===== config.mk =====
export PLATFORM = sky130hd
export DESIGN_NAME = lsu_rmw
export DESIGN_NICKNAME = d
export VERILOG_FILES = /design/src/rtl/lsu_rmw_pkg.sv /design/src/rtl/lsu_lane_unit.sv /design/src/rtl/lsu_rmw.sv
export SDC_FILE = /design/constraint.sdc
export NUM_CORES = 1
export LEC_CHECK = 0
export CAP_MARGIN = 20
export CORE_ASPECT_RATIO = 0.8
export CORE_MARGIN = 3
export CORE_UTILIZATION = 45
export CTS_CLUSTER_DIAMETER = 30
export CTS_CLUSTER_SIZE = 16
export DETAILED_ROUTE_END_ITERATION = 10
export GPL_TIMING_DRIVEN = 0
export PLACE_DENSITY = 0.82
export SYNTH_ARGS = -nofsm -noshare
export SYNTH_HDL_FRONTEND = slang
export SYNTH_SLANG_ARGS = --single-unit

===== constraint.sdc =====
create_clock -name clk -period 3.15 [get_ports clk]
set_input_delay 0.945 -clock clk [delete_from_list [all_inputs] [get_ports clk]]
set_output_delay 0.945 -clock clk [all_outputs]
set_load 0.005 [all_outputs]

===== src/rtl/lsu_rmw_pkg.sv =====
// Shared encodings for the lsu_rmw load/store initiator: access sizes, FSM states,
// lane-select constants and the latched request payload.
package lsu_rmw_pkg;

    localparam int unsigned DATA_W = 32;
    localparam int unsigned BYTE_W = 8;
    localparam int unsigned HALF_W = 16;

    typedef enum logic [1:0] {
        SZ_WORD = 2'b00,
        SZ_HALF = 2'b01,
        SZ_BYTE = 2'b10,
        SZ_ILL  = 2'b11
    } size_e;

    typedef enum logic [2:0] {
        ST_IDLE = 3'd0,
        ST_RD   = 3'd1,
        ST_CAP  = 3'd2,
        ST_WR   = 3'd3,
        ST_RESP = 3'd4
    } state_e;

    // Half lanes are picked by addr[1], byte lanes by addr[1:0].
    localparam logic       LANE_HALF_LO = 1'b0;
    localparam logic       LANE_HALF_HI = 1'b1;
    localparam logic [1:0] LANE_B0      = 2'd0;
    localparam logic [1:0] LANE_B1      = 2'd1;
    localparam logic [1:0] LANE_B2      = 2'd2;
    localparam logic [1:0] LANE_B3      = 2'd3;

    typedef struct packed {
        logic              we;
        size_e             size;
        logic              sgn;
        logic [1:0]        lo;
        logic [DATA_W-1:0] wdata;
    } req_t;

endpackage


===== src/rtl/lsu_lane_unit.sv =====
// Combinational lane logic: extract/extend for loads, lane merge for sub-word stores.
module lsu_lane_unit
    import lsu_rmw_pkg::*;
(
    input  logic [1:0]        size_i,
    input  logic [1:0]        lo_i,
    input  logic              sgn_i,
    input  logic [DATA_W-1:0] word_i,
    input  logic [DATA_W-1:0] wdata_i,
    output logic [DATA_W-1:0] ld_data_c_o,
    output logic [DATA_W-1:0] mrg_data_c_o
);

    logic [HALF_W-1:0] half;
    logic [BYTE_W-1:0] byt;

    always_comb begin
        half = (lo_i[1] == LANE_HALF_HI) ? word_i[31:16] : word_i[15:0];
        case (lo_i)
            LANE_B1: byt = word_i[15:8];
            LANE_B2: byt = word_i[23:16];
            LANE_B3: byt = word_i[31:24];
            default: byt = word_i[7:0];
        endcase

        ld_data_c_o  = word_i;
        mrg_data_c_o = wdata_i;
        case (size_i)
            SZ_HALF: begin
                ld_data_c_o  = {{(DATA_W-HALF_W){sgn_i & half[HALF_W-1]}}, half};
                mrg_data_c_o = word_i;
                if (lo_i[1] == LANE_HALF_HI) mrg_data_c_o[31:16] = wdata_i[15:0];
                else                         mrg_data_c_o[15:0]  = wdata_i[15:0];
            end
            SZ_BYTE: begin
                ld_data_c_o  = {{(DATA_W-BYTE_W){sgn_i & byt[BYTE_W-1]}}, byt};
                mrg_data_c_o = word_i;
                mrg_data_c_o[BYTE_W*32'(lo_i) +: BYTE_W] = wdata_i[BYTE_W-1:0];
            end
            default: ;
        endcase
    end

endmodule


===== src/rtl/lsu_rmw.sv =====
// Load/store initiator with read-modify-write for sub-word stores on a word RAM.
// LSU_ALIGN_EXC_EN: when defined, misaligned or illegal-size requests raise resp_exc_o.
module lsu_rmw
    import lsu_rmw_pkg::*;
#(
    parameter int unsigned       PHYS_LW     = 10,
    parameter logic [DATA_W-1:0] RESET_RDATA = 32'h0000_0000
) (
    input  logic               clk,
    input  logic               rst_n,
    input  logic               req_valid_i,
    output logic               req_ready_o,
    input  logic               req_we_i,
    input  logic [1:0]         req_size_i,
    input  logic               req_signed_i,
    input  logic [31:0]        req_addr_i,
    input  logic [DATA_W-1:0]  req_wdata_i,
    output logic               resp_valid_o,
    output logic [DATA_W-1:0]  resp_rdata_o,
    output logic               resp_exc_o,
    output logic [PHYS_LW-1:0] mem_addr_o,
    output logic               mem_we_o,
    output logic [DATA_W-1:0]  mem_wdata_o,
    input  logic [DATA_W-1:0]  mem_rdata_i
);

    state_e              state_q, state_d;
    req_t                req_q, req_d;
    logic                ready_q, ready_d;
    logic                resp_valid_q, resp_valid_d;
    logic                resp_exc_q, resp_exc_d;
    logic [PHYS_LW-1:0]  mem_addr_q, mem_addr_d;
    logic                mem_we_q, mem_we_d;
    logic [DATA_W-1:0]   mem_wdata_q, mem_wdata_d;
    logic [DATA_W-1:0]   rdata_q, rdata_d;

    size_e               size_n;
    logic [1:0]          lo_n;
    logic                exc_c;
    logic [DATA_W-1:0]   ld_data_c, mrg_data_c;
    logic                unused_addr_c;

    assign unused_addr_c = ^req_addr_i[31:PHYS_LW+2];

    // Request qualification: either trap misalignment or silently align the address.
`ifdef LSU_ALIGN_EXC_EN
    always_comb begin
        size_n = size_e'(req_size_i);
        lo_n   = req_addr_i[1:0];
        exc_c  = (req_size_i == SZ_ILL)
              || (req_size_i == SZ_HALF && req_addr_i[0])
              || (req_size_i == SZ_WORD && req_addr_i[1:0] != 2'b00);
    end
`else
    always_comb begin
        size_n = (req_size_i == SZ_ILL) ? SZ_WORD : size_e'(req_size_i);
        exc_c  = 1'b0;
        case (size_n)
            SZ_HALF: lo_n = {req_addr_i[1], 1'b0};
            SZ_BYTE: lo_n = req_addr_i[1:0];
            default: lo_n = 2'b00;
        endcase
    end
`endif

    lsu_lane_unit u_lane (
        .size_i       (req_q.size),
        .lo_i         (req_q.lo),
        .sgn_i        (req_q.sgn),
        .word_i       (mem_rdata_i),
        .wdata_i      (req_q.wdata),
        .ld_data_c_o  (ld_data_c),
        .mrg_data_c_o (mrg_data_c)
    );

    always_comb begin
        state_d      = state_q;
        req_d        = req_q;
        ready_d      = ready_q;
        resp_valid_d = 1'b0;
        resp_exc_d   = 1'b0;
        mem_addr_d   = mem_addr_q;
        mem_we_d     = 1'b0;
        mem_wdata_d  = mem_wdata_q;
        rdata_d      = rdata_q;

        case (state_q)
            ST_IDLE: begin
                if (req_valid_i) begin
                    req_d.we    = req_we_i;
                    req_d.size  = size_n;
                    req_d.sgn   = req_signed_i;
                    req_d.lo    = lo_n;
                    req_d.wdata = req_wdata_i;
                    ready_d     = 1'b0;
                    if (exc_c) begin
                        state_d      = ST_RESP;
                        resp_valid_d = 1'b1;
                        resp_exc_d   = 1'b1;
                    end else begin
                        mem_addr_d = req_addr_i[PHYS_LW+1:2];
                        // Full-word stores skip the read: nothing to preserve.
                        if (req_we_i && size_n == SZ_WORD) begin
                            state_d     = ST_WR;
                            mem_we_d    = 1'b1;
                            mem_wdata_d = req_wdata_i;
                        end else begin
                            state_d = ST_RD;
                        end
                    end
                end
            end
            ST_RD: state_d = ST_CAP;
            ST_CAP: begin
                if (req_q.we) begin
                    state_d     = ST_WR;
                    mem_we_d    = 1'b1;
                    mem_wdata_d = mrg_data_c;
                end else begin
                    state_d      = ST_RESP;
                    resp_valid_d = 1'b1;
                    rdata_d      = ld_data_c;
                end
            end
            ST_WR: begin
                state_d      = ST_RESP;
                resp_valid_d = 1'b1;
            end
            ST_RESP: begin
                state_d = ST_IDLE;
                ready_d = 1'b1;
            end
            default: begin
                state_d = ST_IDLE;
                ready_d = 1'b1;
            end
        endcase
    end

    always_ff @(posedge clk or negedge rst_n) begin
        if (!rst_n) begin
            state_q      <= ST_IDLE;
            req_q        <= '0;
            ready_q      <= 1'b1;
            resp_valid_q <= 1'b0;
            resp_exc_q   <= 1'b0;
            mem_addr_q   <= '0;
            mem_we_q     <= 1'b0;
            mem_wdata_q  <= '0;
            rdata_q      <= RESET_RDATA;
        end else begin
            state_q      <= state_d;
            req_q        <= req_d;
            ready_q      <= ready_d;
            resp_valid_q <= resp_valid_d;
            resp_exc_q   <= resp_exc_d;
            mem_addr_q   <= mem_addr_d;
            mem_we_q     <= mem_we_d;
            mem_wdata_q  <= mem_wdata_d;
            rdata_q      <= rdata_d;
        end
    end

    assign req_ready_o  = ready_q;
    assign resp_valid_o = resp_valid_q;
    assign resp_exc_o   = resp_exc_q;
    assign resp_rdata_o = rdata_q;
    assign mem_addr_o   = mem_addr_q;
    assign mem_we_o     = mem_we_q;
    assign mem_wdata_o  = mem_wdata_q;

endmodule


==> metrics, run 1 <==
hold_buf cts 0; CP Launch Type flop; Pleak 0.003567 uW; Unique masters post-synth 48; largest family of logic cells by synthesized area compound AO/OA/AOI/OAI gates; Overall Global Routing Usage 27.98%; skew final 0.008130 ns; simple-gate share of the synthesized area 13.37%; CTS tree done; wire per inst 21.51 um; Most used DFF post-synth dfrtp_1; # rows 37; crit-path max FO 10; Initial Util 46.92%; die height 110.5 um; Critical Path RT 3.43 ns; Avg Cell Area, Syn 10.06 sq um; final hold violation count 0; slowest CP cell dfrtp_1; clk_lat worst skew 0.42 ns; unrepaired setup endpoints after global routing false; Overflow after GRT 0; GR Util met2 42.65%; vias in the first global route 5851; most common cell in the synthesized netlist dfrtp_1; Most Crowded Layer GR met2; max_cap viols 0; CP Capture Type flop; global-route track usage on met3 7.650%; XOR/XNOR share of the synthesized area 0%; Worst Hold Class reg2reg; die width 136.7 um; CTS sink count 118; Adder-Cell Fraction of Synth Area 2.035%; top post-synthesis cells by count dfrtp_1 (117), nand2_1 (66), mux2_2 (60); Clock Tree Buf Depth 2; Compound-Gate Fraction of Synth Area 20.33%; CTS root buf clkbuf_16; gpl congestion 0.9807; Total Power 9221 uW; CP Cell Sequence buf_4 -> buf_4 -> buf_2 -> inv_1 -> ha_1 -> nand2b_1 -> buf_2 -> nor3_4 -> a21oi_1 -> o311ai_0; Post-Syn Area 0.006147 sq mm; Hold Worst Slack 0.4794 ns; final WL 21060 um; period utilization 95.03%; syn_nets 724; Final setup viols 0; PortBufs 159; Inserted Clock Buffers 17; multiplexer share of the synthesized area 10.99%; die area 0.01511 sq mm; Seq/Total Area, Yosys 48.06%; Power Dens Cells 1068 mW/mm^2; CP peak stage delay 0.45 ns; Synth area leader dfrtp_1; Setup TNS 0 ns; Nets 904; Final HPWL DP 15580 um; arrival time worst endpoint 3.27 ns; EDFF count, synth 0; DRT iter0 DRCs 617; n_diodes 0; Mapped Cells 611; largest net degree at the start of global routing 74; area grow syn2layout 40.46%; Period minus WS final 2.994 ns; pins over their slew limit 0; Peak VDD IR 0.6381 mV; status complete, no violations; slew margin rel. 51.56%; H-tree levels 4; pin slew with the least headroom to its limit 0.7267 ns; Final ANT Viol Nets 0; via count 5885; Yosys warnings 0; #FFs+latches synth 118; clock slew at reported path FFs 0.05 ns; Worst Setup Path Type reg2reg; FMAX 334.1 MHz; initial antenna violation count 0; core area 0.01310 sq mm; # DRC 0; most area-consuming cells after synthesis dfrtp_1 (48%), mux2_2 (11%), nand3_1 (4.1%), nand2_1 (4.0%), a21oi_1 (3.4%); global-route wire length before repair 32700 um; share of layout cells above drive strength 1 16.67%; Avg Vias per Cell 6.011; ys async rst share 100.0%; share of the synthesized area in the top cell type 47.63%; router iterations before antenna repair 7; I/O Pins 181; GR Layer Usage met1 38.98%
through the flow:
stage / util (%) / cell area (sq um) / worst slack (ns) / cells
after global placement: 60.74 / 7958 / -3.163 / 945
after global routing: 65.91 / 8635 / 0.001495 / 979
after detailed placement: 60.93 / 7983 / -0.1823 / 946
after CTS: 65.73 / 8612 / 0.03049 / 978
final: 65.91 / 8635 / 0.1565 / 979
after floorplan: - / 6147 / 0.7672 / 611
critical path, delay by kind of cell (launching register included):
kind / cells / cell delay (ns)
fa+ha+maj: 1 / 0.28
compound gates: 2 / 0.56
flops: 1 / 0.45
buf+inv: 5 / 1.03
simple gates: 2 / 0.52
path summary, 6_finish.rpt:
kind	from	to	slack [ns]	cells past startpoint
worst min-delay path	mem_wdata_o[6]$_DFFE_PN0P_	mem_wdata_o[6]$_DFFE_PN0P_	0.48	2
worst min register to register	mem_wdata_o[6]$_DFFE_PN0P_	mem_wdata_o[6]$_DFFE_PN0P_	0.48	2
min in group asynchronous	rst_n	mem_wdata_o[4]$_DFFE_PN0P_	0.54	1
worst max-delay path	req_q[33]$_DFFE_PN0P_	mem_wdata_o[27]$_DFFE_PN0P_	0.16	10
worst max register to register	req_q[33]$_DFFE_PN0P_	mem_wdata_o[27]$_DFFE_PN0P_	0.16	10
max in group asynchronous	rst_n	req_ready_o$_DFFE_PN1P_	1.81	2
layer usage:
metal	routed length, um	vias to the layer above
li1	-	2624
met1	8570	2833
met2	9776	365
met3	2189	63
met4	526	0
met5	0	-
cell type report:
type	instances	area [sq um]
clock inverters	8	117.6
inverters	20	75.07
flip-flops and latches	118	2954
multi-input cells	423	2892
fillers	1009	4467
repair buffers	161	1624
clock buffers	24	511.7
plain buffers	50	241.5
well taps	175	219.0
state kept, by name, indices dropped and copies added, names as in the netlist:
register      flops
mem_we_o          1
req_q            38
resp_valid_o      1
mem_addr_o       10
mem_wdata_o      32
req_ready_o       1
state_q           3
resp_rdata_o     32
cell families (layout without fill, tap and decap cells):
family | Yosys count | in the layout
other | 1 | 1
and+or+nand+nor | 174 | 174
DFF | 118 | 118
buffers and inverters | 70 | 263
adders and majority gates | 10 | 10
muxes | 60 | 60
AOI/OAI and AO/OA | 178 | 178
report_power, final:
group          internal [uW]  switching (uW)  leakage [uW]
clock                   1360             669      0.000312
sequential              2260             566       0.00142
combinational           2110            2260       0.00183
total                   5730            3490       0.00357
repair_timing:
action,CTS,global route
setup buffers,0,0
setup endpoints to repair,0,14
gates resized for setup,0,2
cells in the final DEF (no fill, tap or decap), types with 2 or more instances in the layout:
master,instances
mux2_2,60
nand2b_1,6
buf_4,4
clkinv_2,4
o22ai_1,9
clkbuf_2,2
nor3b_1,3
buf_6,2
o311ai_0,6
buf_2,20
clkbuf_16,17
bufinv_16,3
o311ai_1,2
nand2_1,66
inv_1,19
clkbuf_8,6
a21oi_1,42
clkbuf_1,19
ha_1,10
a22oi_1,23
dfrtp_1,117
nand3_1,50
nor2b_1,4
o21ai_1,7
nor2_1,35
a221oi_1,17
o21ai_0,38
clkdlybuf4s50_1,158
buf_1,5
a221o_1,16
a222oi_1,8
Note: power is estimated with default switching activity, not from simulation.
==> run 2: changes to the inputs <==
- TNS_END_PERCENT: unset -> 20
==> results of run 2 <==
The final DEF is identical to that of run 1; final timing and power are the same.
==> run 3: changes to the inputs <==
- clock period: 3.15 -> 3.9 ns (I/O delays scaled with it)
==> metrics, run 3 (same netlist as run 1, synthesis figures left out) <==
Reg power frac 30.7% (was 30.6%); clk_lat worst skew 0.42 ns (about the same); router iterations before antenna repair 5 (was 7); FF+latch area 0.002954 sq mm (unchanged); slowest CP cell clkdlybuf4s50_1 (was dfrtp_1); unrepaired setup endpoints after global routing false (unchanged); final hold violation count 0 (unchanged); Final HPWL DP 15580 um (unchanged); status complete, no violations (unchanged); Post-CTS Setup Repair Bufs 0 (unchanged); Inserted Clock Buffers 17 (unchanged); max FFs per register 38 (unchanged); Hold Worst Slack 0.4825 ns (was 0.4794 ns); vias in the first global route 5851 (unchanged); most used cell, CP nand3_1; global-route wire length before repair 32700 um (unchanged); Comb power frac 47.2% (was 47.3%); CTS tree done (unchanged); Setup TNS 0 ns (unchanged); hold_buf cts 0 (unchanged); final WL 21160 um (was 21060 um); CTS root buf clkbuf_16 (unchanged); initial antenna violation count 0 (unchanged); I/O Pins 181 (unchanged); core area 0.01310 sq mm (unchanged); # rows 37 (unchanged); max_cap viols 0 (unchanged); largest net degree at the start of global routing 74 (unchanged); crit-path max FO 10 (unchanged); Overall Global Routing Usage 27.98% (unchanged); Overflow after GRT 0 (unchanged); clock slew at reported path FFs 0.06 ns (was 0.05 ns); most frequent cells in the layout clkdlybuf4s50_1 (158), dfrtp_1 (117), nand2_1 (66) (unchanged); Worst Hold Class reg2reg (unchanged); wire per inst 21.61 um (was 21.51 um); Fill cells 1006 (was 1009); skew final 0.009478 ns (was 0.008130 ns); Pleak 0.003555 uW (was 0.003567 uW); CTS sink count 118 (unchanged); die width 136.7 um (unchanged); post-CTS resize count 0 (unchanged); Nets 904 (unchanged); multi-input logic area 0.002877 sq mm (was 0.002892 sq mm); PortBufs 159 (unchanged); Avg Vias per Cell 6.000 (was 6.011); die height 110.5 um (unchanged); area post-placement 0.007983 sq mm (unchanged); H-tree levels 4 (unchanged); period utilization 81.36%; FMAX 315.1 MHz; CP Capture Type flop (unchanged); die area 0.01511 sq mm (unchanged); CP Launch Type input port (was flop); # DRC 0 (unchanged); Peak VDD IR 0.5133 mV (was 0.6381 mV); post-route cell area 0.008620 sq mm (was 0.008635 sq mm); CP Cell Sequence clkdlybuf4s50_1 -> inv_1 -> ha_1 -> nand3_1 -> o41a_1 -> inv_2 -> clkbuf_1 -> nand3_1 -> o311ai_0 (was buf_4 -> buf_4 -> buf_2 -> inv_1 -> ha_1 -> nand2b_1 -> buf_2 -> nor3_4 -> a21oi_1 -> o311ai_0); via count 5874 (was 5885); Initial Util 46.92% (unchanged); share of layout cells above drive strength 1 16.67% (unchanged); Worst Setup Path Type in2reg (was reg2reg); R2R setup slack 0.76 ns (was 0.16 ns); arrival time worst endpoint 3.47 ns (was 3.27 ns); Period minus WS final 3.173 ns; CP peak stage delay 0.49 ns (was 0.45 ns); slew margin rel. 36.02% (was 51.56%); pin slew with the least headroom to its limit 0.9517 ns (was 0.7267 ns); Critical Path RT 4.19 ns (was 3.43 ns); Final setup viols 0 (unchanged); pins over their slew limit 0 (unchanged); Largest Register req_q (unchanged); Pint 4627 uW (was 5729 uW); DRT iter0 DRCs 650 (was 617); Total Power 7437 uW (was 9221 uW); commonest non-fill, non-tap cell in the layout clkdlybuf4s50_1 (unchanged); Final ANT Viol Nets 0 (unchanged); Switch Pwr 2810 uW (was 3491 uW); area grow syn2layout 40.22% (was 40.46%); Clock Tree Buf Depth 2 (unchanged); Power Dens Cells 862.8 mW/mm^2 (was 1068 mW/mm^2); sw frac 37.79% (was 37.86%); n_diodes 0 (unchanged); gpl congestion 0.9807 (unchanged); Clk network pwr share 22.1% (was 22.0%)
run 3: cell count changes in the layout (fill, tap and decap cells not counted):
cell	delta
nor3_4	-1
nor3_2	+1
nor4_4	-1
nor4_2	+1
run 3: routing by layer:
layer,up-vias,track usage [%],part of all wire [%]
met5,-,0,0
met4,0,8.328,2.3
met3,56,7.650,10
met2,347,42.65,46
met1,2850,38.98,41
li1,2621,-,-
run 3: area by class of cell:
| cell class | instances | share of cell area, % |
|---|---|---|
| repair buffers | 161 | 18.84 |
| multi-input cells | 423 | 33.37 |
| clock inverters | 8 | 1.364 |
| plain buffers | 50 | 2.802 |
| well taps | 175 | 2.540 |
| inverters | 20 | 0.8710 |
| flip-flops and latches | 118 | 34.27 |
| clock buffers | 24 | 5.937 |
run 3: final timing paths:
check	from	endpoint	cells after the start
min	mem_wdata_o[6]$_DFFE_PN0P_	mem_wdata_o[6]$_DFFE_PN0P_	2
max in group asynchronous	rst_n	req_ready_o$_DFFE_PN1P_	2
min in group asynchronous	rst_n	mem_wdata_o[4]$_DFFE_PN0P_	1
min reg2reg	mem_wdata_o[6]$_DFFE_PN0P_	mem_wdata_o[6]$_DFFE_PN0P_	2
max reg2reg	req_q[33]$_DFFE_PN0P_	mem_wdata_o[27]$_DFFE_PN0P_	10
max	req_size_i[0]	mem_wdata_o[28]$_DFFE_PN0P_	9
run 3: stage by stage:
step	cells	setup slack [ns]	utilization, %
after floorplan	611	1.303	-
after global placement	945	-2.638	60.74
after detailed placement	946	0.3427	60.93
after CTS	978	0.7603	65.73
after global routing	979	0.5933	65.79
final	979	0.7268	65.79
run 3: power groups by stage:
stage | sequential [uW] | clock (uW) | combinational, uW
finish | 2280 | 1640 | 3510
global route | 2330 | 1710 | 3800
CTS | 2260 | 1650 | 3480
detailed placement | 2270 | 0 | 3440
global placement | 2240 | 0 | 3350
floorplan | 2170 | 0 | 1920
run 3: critical path, delay by kind of cell:
kind | cells | cell delay (ns)
buf+inv | 4 | 1.16
compound gates | 2 | 0.57
simple gates | 2 | 0.22
fa+ha+maj | 1 | 0.34
==> patch 1: new RTL, flow settings as in run 1 <==
The option `LSU_ALIGN_EXC_EN` is turned on by a define.
--- a/src/rtl/lsu_rmw.sv
+++ b/src/rtl/lsu_rmw.sv
@@ -1,5 +1,7 @@
 // Load/store initiator with read-modify-write for sub-word stores on a word RAM.
 // LSU_ALIGN_EXC_EN: when defined, misaligned or illegal-size requests raise resp_exc_o.
+`define LSU_ALIGN_EXC_EN
+
 module lsu_rmw
     import lsu_rmw_pkg::*;
 #(
Function: changed (a bounded check fails within 4 cycles, from zero or initial values and one cycle with rst_n low).
==> patch 1 against run 1 <==
Sequential cell count is 1 higher; final area increased by 0.74%; die area is 0.89% higher; synthesized cell count is 5.6% higher; via count grew 6.2%; critical endpoint is now mem_wdata_o[13]$_DFFE_PN0P_; wire length up 6.2%; worst setup slack better by 0.15 ns; area after synthesis up 0.94%; first-iteration DRC count up 21%; clock power increased by 3%; highest routed layer unchanged; power increased by 3.5%.
==> patch 1: results (changes against run 1) <==
- Routability Congestion: 0.9358 (-4.6%)
- Share of layout cells above drive strength 1: 0.1337 (-0.03302)
- Gr usage total: 0.2956 (+0.01572)
- Register-to-Register Setup Slack: 0.30 ns (+0.15 ns)
- Mux contribution to synthesized area: 0.09437 (-0.01554)
- Status: completed
- Hold_sp: state_q[2]$_DFFE_PN0P_
- Seq/Total Area, Yosys: 0.4801 (about the same)
- DR vias: 6250 (+6.2%)
- Worst R2R End: mem_wdata_o[13]$_DFFE_PN0P_
- WL final: 22360 um (+6.2%)
- Vias in the first global route: 6391 (+9.2%)
- Post-place instance area: 8050 um2 (+0.85%)
- Fin Hold WS: 0.4794 ns (-0.000009000 ns)
- Die ar.: 15240 um2 (+0.89%)
- DR WL/cell: 22.07 um (+2.6%)
- DP HPWL: 16750 um (+7.5%)
- Syn Nets: 755 (+4.3%)
- Compound-gate portion of the synthesized area: 0.2636 (+0.06022)
- Hold Crit Depth: 1 (-1)
- Post-synth top cells: dfrtp_1, nand2_1, a21oi_1
- DRT Pass-1 Iters: 5 (-2)
- Nets: 935 (+3.4%)
- First-pass GRT wire length: 35130 um (+7.4%)
- Maximum vdd ir drop: 606.9 uV (-4.9%)
- Post-synthesis adder-cell area fraction: 0.01412 (-0.006238)
- Inst Count DP: 981 (+3.7%)
- WP data arrival: 3.13 ns (-0.14 ns)
- Critical Path Fanout Max: 12 (+2)
- I/O Buffers: 160 (+0.63%)
- Yosys cell types: 44 (-8.3%)
- Clock Skew: 0.007719 ns (-0.0004118 ns)
## patch 1: worst max-delay path by stage
stage / startpoint / to / slack [ns]
after floorplan: req_size_i[1] / mem_wdata_o[15]$_DFFE_PN0P_ / 0.84
after global placement: rst_n / mem_addr_o[0]$_DFFE_PN0P_ / -3.16
after detailed placement: req_size_i[1] / mem_wdata_o[27]$_DFFE_PN0P_ / 0.009
after CTS: req_q[33]$_DFFE_PN0P_ / mem_wdata_o[13]$_DFFE_PN0P_ / 0.20
after global routing: req_q[33]$_DFFE_PN0P_ / mem_wdata_o[13]$_DFFE_PN0P_ / 0.15
final: req_q[33]$_DFFE_PN0P_ / mem_wdata_o[13]$_DFFE_PN0P_ / 0.30
## patch 1: layout make-up
type	count	area, um2
Multi-Input combinational cell	460	2940
Tap cell	175	219.0
Clock inverter	14	200.2
Fill cell	1069	4449
Inverter	16	63.81
Buffer	50	230.2
Timing Repair Buffer	161	1627
Clock buffer	18	439.2
Sequential cell	119	2979
## patch 1: layer usage
metal | routed length, um | vias to the layer above | share of wire | GRT usage
li1 | - | 2738 | - | -
met3 | 2230 | 59 | 0.10 | 0.07849
met5 | 0 | - | 0 | 0
met1 | 9298 | 3081 | 0.42 | 0.4022
met2 | 10290 | 372 | 0.46 | 0.4632
met4 | 538 | 0 | 0.024 | 0.08710
## patch 1: critical path: stages (launching register included)
cell and delay (ns):
dfrtp_1 0.37, buf_2 0.22, clkinvlp_4 0.30, ha_1 0.41, and3b_1 0.18, clkbuf_1 0.17
and4_1 0.23, buf_1 0.23, a221oi_1 0.49, o21ai_1 0.12
## patch 1: where the power goes
part	switching [W]	internal, W
Combinational	0.00247	0.00213
Clock	0.000746	0.00135
Sequential	0.000560	0.00228
==> patch 2: new RTL, flow settings as in run 1 <==
Made on the original files. Re-encode `state_e` (5 states) as one-hot, 5 bits wide.
--- a/src/rtl/lsu_rmw_pkg.sv
+++ b/src/rtl/lsu_rmw_pkg.sv
@@ -13,12 +13,12 @@
         SZ_ILL  = 2'b11
     } size_e;
 
-    typedef enum logic [2:0] {
-        ST_IDLE = 3'd0,
-        ST_RD   = 3'd1,
-        ST_CAP  = 3'd2,
-        ST_WR   = 3'd3,
-        ST_RESP = 3'd4
+    typedef enum logic [4:0] {
+        ST_IDLE = 5'b00001,
+        ST_RD   = 5'b00010,
+        ST_CAP  = 5'b00100,
+        ST_WR   = 5'b01000,
+        ST_RESP = 5'b10000
     } state_e;
 
     // Half lanes are picked by addr[1], byte lanes by addr[1:0].
Function: no difference found for any inputs over 4 cycles, from zero or initial values and one cycle with rst_n low; so few cycles prove little.
==> patch 2 against run 1 <==
Sequential cell count grew 2; synthesized cell count down 0.33%; power fell by 3.5%; worst setup slack better by 0.075 ns; final area up 4.4%; wire length up 10%; count of clock-buffer cells in the layout shrank 2; area after synthesis rose by 5.5%; critical path type unchanged.
==> patch 2: results (changes against run 1) <==
- Status: completed
- Inst Count DP: 949 (+0.32%)
- DR WL/cell: 23.69 um (+10%)
- Crit-path max cell delay: 0.47 ns (+0.02 ns)
- Power share of the clock group: 0.243 (+0.023)
- Sequential power share: 0.326 (+0.020)
- Hold Crit Class: in -> async
- Fin crit period: 2.919 ns (-0.07495 ns)
- Relative slew slack: 0.4598 (-0.05570)
- First-pass GRT wire length: 36200 um (+11%)
- Met3 usage: 0.06929 (-0.007217)
- Seq. pwr: 0.00290 W (+2%)
- Pre-CTS WS: -0.1245 ns (+0.05781 ns)
- Syn Nets: 722 (-0.28%)
- Starting DRT DRC Count: 672 (+8.9%)
- Routability Congestion: 0.9514 (-3.0%)
- Post-synthesis adder-cell area fraction: 0.01930 (-0.001053)
- Compound-gate portion of the synthesized area: 0.2451 (+0.04179)
- Syn Inst Count: 609 (-0.33%)
- Grt met2 use: 0.4544 (+0.02794)
- DP HPWL: 16860 um (+8.2%)
- Largest net degree at the start of global routing: 70 (-5.4%)
- Dominant cells by area after synthesis: dfrtp_1, mux2_2, a221oi_1
- Post-place instance area: 8328 um2 (+4.3%)
- Fin Hold WS: 0.4491 ns (-0.03032 ns)
- Seq/Total Area, Yosys: 0.4636 (-0.01694)
- Yosys cell types: 61 (+27%)
- Worst R2R End: mem_wdata_o[18]$_DFFE_PN0P_
- Vias in the first global route: 6262 (+7.0%)
- Routed met1 length: 10020 um (+17%)
- Clock Skew: 0.005782 ns (-0.002348 ns)
- DR WL met3: 2257 um (+3.1%)
- GR Util met1: 0.4184 (+0.02863)
- Worst r2r path cells: 9 (-1)
[patch 2: kinds of logic (layout without fill, tap and decap cells)]
kind of cell / count (synthesis) / count (layout)
buf+inv: 75 / 267
flops: 120 / 120
simple gates: 137 / 137
fa+ha+maj: 10 / 10
xor+xnor: 1 / 1
compound gates: 203 / 203
mux: 62 / 62
other cells: 1 / 1
[patch 2: critical path, delay by kind of cell, from the launching register on]
| family | cells | cell delay (ns) |
|---|---|---|
| compound gates | 2 | 0.55 |
| buf+inv | 4 | 0.96 |
| flops | 1 | 0.47 |
| simple gates | 2 | 0.39 |
| fa+ha+maj | 1 | 0.39 |
[patch 2: area by class of cell]
class | count | area [um2] | area share
Sequential cell | 120 | 3005 | 0.3333
Clock inverter | 10 | 162.7 | 0.01804
Tap cell | 180 | 225.2 | 0.02498
Buffer | 53 | 257.7 | 0.02858
Multi-Input combinational cell | 414 | 3166 | 0.3510
Inverter | 22 | 86.33 | 0.009574
Timing Repair Buffer | 160 | 1620 | 0.1797
Clock buffer | 22 | 494.2 | 0.05481
